`src/rtl/feature_frame_loader.sv`:
```
`default_nettype none
// ============================================================================
// feature_frame_loader : packs a feature stream into a frame for the classifier,
// holds it while the classifier settles, then returns the sampled class.
// Rev 1.0
// ============================================================================
module feature_frame_loader #(
    parameter int NUM_A         = 8,
    parameter int WIDTH_A       = 4,
    parameter int OUTWIDTH      = 2,
    parameter int SETTLE_CYCLES = 2
) (
    input  logic                       clk,
    input  logic                       rst,
    input  logic                       feat_valid,
    input  logic [WIDTH_A-1:0]         feat_data,
    input  logic                       feat_last,
    output logic                       feat_ready,
    output logic [NUM_A*WIDTH_A-1:0]   inp,
    input  logic [OUTWIDTH-1:0]        cls_out,
    output logic                       res_valid,
    output logic [OUTWIDTH-1:0]        res_data,
    input  logic                       res_ready,
    output logic                       err
);

    localparam int IDX_W = $clog2(NUM_A);
    localparam int CNT_W = (SETTLE_CYCLES > 1) ? $clog2(SETTLE_CYCLES) : 1;

    localparam logic [IDX_W-1:0] c_LAST_IDX   = IDX_W'(NUM_A - 1);
    localparam logic [CNT_W-1:0] c_SETTLE_END = CNT_W'(SETTLE_CYCLES - 1);

    localparam logic [1:0] c_ST_LOAD   = 2'd0;
    localparam logic [1:0] c_ST_SETTLE = 2'd1;
    localparam logic [1:0] c_ST_RESULT = 2'd2;

    logic [1:0]               r_state;
    logic [IDX_W-1:0]         r_idx;
    logic [CNT_W-1:0]         r_cnt;
    logic [NUM_A*WIDTH_A-1:0] r_inp;
    logic                     r_res_valid;
    logic [OUTWIDTH-1:0]      r_res_data;
    logic                     r_err;
    logic                     w_accept;

    // Ready is gated by rst so no beat can be taken during the reset cycle.
    assign feat_ready = (r_state == c_ST_LOAD) && !rst;
    assign w_accept   = feat_valid && feat_ready;

    always_ff @(posedge clk) begin
        if (rst) begin
            r_state     <= c_ST_LOAD;
            r_idx       <= '0;
            r_cnt       <= '0;
            r_inp       <= '0;
            r_res_valid <= 1'b0;
            r_res_data  <= '0;
            r_err       <= 1'b0;
        end else begin
            case (r_state)
                c_ST_LOAD: begin
                    if (w_accept) begin
                        r_inp[int'(r_idx)*WIDTH_A +: WIDTH_A] <= feat_data;
                        if (r_idx == c_LAST_IDX) begin
                            r_state <= c_ST_SETTLE;
                            r_cnt   <= '0;
                            r_idx   <= '0;
                            if (!feat_last) begin
                                r_err <= 1'b1;
                            end
                        end else if (feat_last) begin
                            // Early last: drop the partial frame and restart.
                            r_err <= 1'b1;
                            r_idx <= '0;
                        end else begin
                            r_idx <= r_idx + 1'b1;
                        end
                    end
                end
                c_ST_SETTLE: begin
                    r_cnt <= r_cnt + 1'b1;
                    if (r_cnt == c_SETTLE_END) begin
                        r_res_data  <= cls_out;
                        r_res_valid <= 1'b1;
                        r_state     <= c_ST_RESULT;
                    end
                end
                c_ST_RESULT: begin
                    if (r_res_valid && res_ready) begin
                        r_res_valid <= 1'b0;
                        r_state     <= c_ST_LOAD;
                    end
                end
                default: begin
                    r_state <= c_ST_LOAD;
                end
            endcase
        end
    end

    assign inp       = r_inp;
    assign res_valid = r_res_valid;
    assign res_data  = r_res_data;
    assign err       = r_err;

endmodule
`default_nettype wire

```
`config.mk`:
```
export PLATFORM = sky130hd
export DESIGN_NAME = feature_frame_loader
export DESIGN_NICKNAME = d
export VERILOG_FILES = /design/src/rtl/feature_frame_loader.sv
export SDC_FILE = /design/constraint.sdc
export NUM_CORES = 1
export LEC_CHECK = 0
export ABC_AREA = 1
export ABC_CLOCK_PERIOD_IN_PS = 3900
export CAP_MARGIN = 5
export CORE_MARGIN = 4
export CORE_UTILIZATION = 55
export CTS_BUF_LIST = sky130_fd_sc_hd__clkbuf_4
export CTS_CLUSTER_DIAMETER = 40
export DETAILED_ROUTE_END_ITERATION = 8
export GPL_TIMING_DRIVEN = 0
export PLACE_DENSITY = 0.86
export SYNTH_ARGS = -nofsm -noshare
export SYNTH_HDL_FRONTEND = slang
export SYNTH_SLANG_ARGS = --single-unit
export TNS_END_PERCENT = 5
```
`constraint.sdc`:
```
create_clock -name clk -period 3.9 [get_ports clk]
set_input_delay 0.39 -clock clk [delete_from_list [all_inputs] [get_ports clk]]
set_output_delay 0.39 -clock clk [all_outputs]
set_load 0.01 [all_outputs]
```
==> flow_summary.yaml <==
outcome:
  outcome: "finished, final reports clean"
global_route:
  grt_util_met2: 0.367
  grt_max_degree: 13
  grt_pass1_vias: 1792
  top_usage_layer: "met2"
  antenna_found_initial: 0
  track_usage: 0.217
  gr-usage-met1: 0.269
  grt_overflow_total: 0
  grt_use_met3: 0.0449
  grt_first_pass_wirelength_microns: 7670
worst_setup_path:
  crit_path_cell_trace: "inv_2 -> ha_1 -> ha_1 -> inv_2 -> nor2_1 -> nand2_1 -> nor2_1 -> nand2_2 -> nand2_1 -> nand2_1 -> nor2_1"
  start_kind: "flop"
  cp-end-kind: "flop"
  r2r_setup_slack_ns: 1.78
  timing.rr.end: "inp[18]"
  critPathMaxFanout: 10
  r2r_cells: 11
  max_stage_delay_ns: 0.51
  worst-endpoint-arrival_ns: 2.41
  r2r_start: "r_idx[0]"
  path_class: "reg2reg"
  cp_slowest_cell: "dfxtp_1"
  cp.required_ns: 4.19
logic_synthesis:
  yosysWarnings: 0
  synth_area_sq_um: 1950
  mappedNetlistNets: 300
  ys_ff_latch: 42
  synthCells: 282
  syn_area_per_cell_sq_um: 6.90
  ys_seq_area_frac: 0.432
  ys_types: 20
drt:
  post_drt_wl_per_cell_microns: 11.2
  vias_per_cell: 4.87
  dr.first_iter.drc_count: 118
  drt_wl_total_microns: 4270
  drc_errors: 0
  drtPass1Iterations: 4
  drt.antenna.violating_nets: 0
  num_vias: 1859
clocking:
  clk_root_buffer_cell: "clkbuf_4"
  insertion_delay_ns: 0.35
  cts_tree: "done"
  ctsResizeCount: 0
  hold_buffers: 0
  cts_buffer_depth: 2
  cts_setup_buffers: 0
  clock_sinks: 42
  cts_buffers: 5
  path_clk_slew_ns: 0.11
  cts_htree_levels: 2
final_layout:
  fin_nets: 353
  antenna_cells: 0
  n_fill_cell: 270
  final_area_sq_um: 2510
  layout-drive-gt1-share: 0.0833
  layout_commonest_cell: "nor2_1"
  area_growth_pct: 29.1
  mostFrequentLayoutCells: "nor2_1, clkdlybuf4s50_1, dfxtp_1"
floorplanning:
  ios: 48
  design.die.area_sq_um: 4560
  fp.dieH_microns: 67.5
  chipWidth_microns: 67.5
  initial_core_util: 0.574
  num_rows: 21
  core_sq_um: 3390
hold_path:
  worstHoldStart: "rst"
  min_path_cells: 2
  hold_end: "res_data[1]"
  min_path_type: "in2reg"
sta:
  hold_viol_final: 0
  slew_headroom: 0.741
  setup_slack_ns: 1.78
  setup_viol: 0
  fin_crit_sh: 0.545
  fin_crit_ns: 2.12
  hold_ws_ns: 0.321
  grt_setup_unrepaired: "false"
  tightest_slew_ns: 0.388
  tns_ns: 0
  fin_worst_skew_ns: 0.00361
  timing.fmax_mhz: 471
  final_max_slew_viol_count: 0
placement:
  place.port_buffers: 46
  dp_hpwl_microns: 3250
  dpl_cell_area_sq_um: 2460
  preCtsSetupSlack_ns: 1.81
  place_congestion: 0.866
power:
  leakagePower_nw: 1.14
  power.density_nw_per_um2: 290
  vdd_drop_max_mv: 0.221
job:
  cap_violations: 0
[power by group]
group          internal, mW  total (mW)  switching (mW)  leakage, nW
Clock                0.0643       0.196           0.132       0.0277
Combinational        0.0360      0.0922          0.0562        0.775
Sequential            0.435       0.440         0.00450        0.339
Total                 0.535       0.728           0.193         1.14
[per-layer routing]
metal,routed length (microns),share of wire,up-vias
met3,243,0.057,8
met4,59,0.014,0
li1,-,-,997
met2,1990,0.47,51
met5,0,0,-
met1,1980,0.46,803
[cell usage after synthesis, drive strengths merged]
| master | n | share of area |
|---|---|---|
| nor3 | 6 | 0.018 |
| nand2 | 35 | 0.069 |
| a21oi | 7 | 0.018 |
| nand3 | 20 | 0.060 |
| inv | 30 | 0.060 |
| nand3b | 5 | 0.019 |
| nor2 | 97 | 0.20 |
| dfxtp | 42 | 0.43 |
| o21ai | 27 | 0.069 |
| ha | 7 | 0.045 |
| clkinv | 1 | 0.0019 |
| buf | 2 | 0.0051 |
| clkbuf | 3 | 0.0058 |
[flip-flops by register name, summed over array words and instances, names as in the netlist]
name / cells
err: 1
inp: 32
r_cnt: 1
r_idx: 3
r_state: 2
res_data: 2
res_valid: 1
[logic make-up after synthesis]
group / count (synthesis) / share of synthesized area
buffers and inverters: 36 / 0.0733
flip-flops: 42 / 0.432
adder cells (fa/ha/maj): 7 / 0.0450
AO/OA/AOI/OAI: 34 / 0.0874
AND/OR/NAND/NOR: 163 / 0.362
[final cells by class]
| cell class | instances | area, sq um | area share |
|---|---|---|---|
| timing repair buffer | 46 | 460 | 0.183 |
| multi-input combinational | 204 | 963 | 0.383 |
| inverter | 31 | 121 | 0.0483 |
| sequential | 42 | 841 | 0.334 |
| clock buffer | 5 | 37.5 | 0.0149 |
| clock inverter | 3 | 11.3 | 0.00448 |
| tap | 46 | 57.6 | 0.0229 |
| buffer | 5 | 21.3 | 0.00846 |
[worst max-delay path by stage]
stage                  start      end  slack, ns
finish              r_idx[0]  inp[18]       1.78
floorplan           r_idx[0]   inp[0]       2.07
global placement    r_idx[0]   inp[3]       1.86
global route        r_idx[0]   inp[1]       1.51
CTS                 r_idx[0]  inp[18]       1.78
detailed placement  r_idx[0]  inp[18]       1.81
[stage by stage]
step | utilization | power [mW] | std cells
5_1_grt | 0.742 | 0.766 | 382
6_report | 0.742 | 0.728 | 382
4_1_cts | 0.742 | 0.732 | 382
2_1_floorplan | - | 0.506 | 282
3_5_place_dp | 0.727 | 0.541 | 374
3_3_place_gp | 0.727 | 0.540 | 374
[worst max-delay path, delay by kind of cell (launching register included)]
family / cells / cell delay (ns)
adders and majority gates: 2 / 0.66
and+or+nand+nor: 7 / 0.63
DFF: 1 / 0.51
buffers and inverters: 2 / 0.27
No activity file was read; power rests on OpenSTA's default activity.
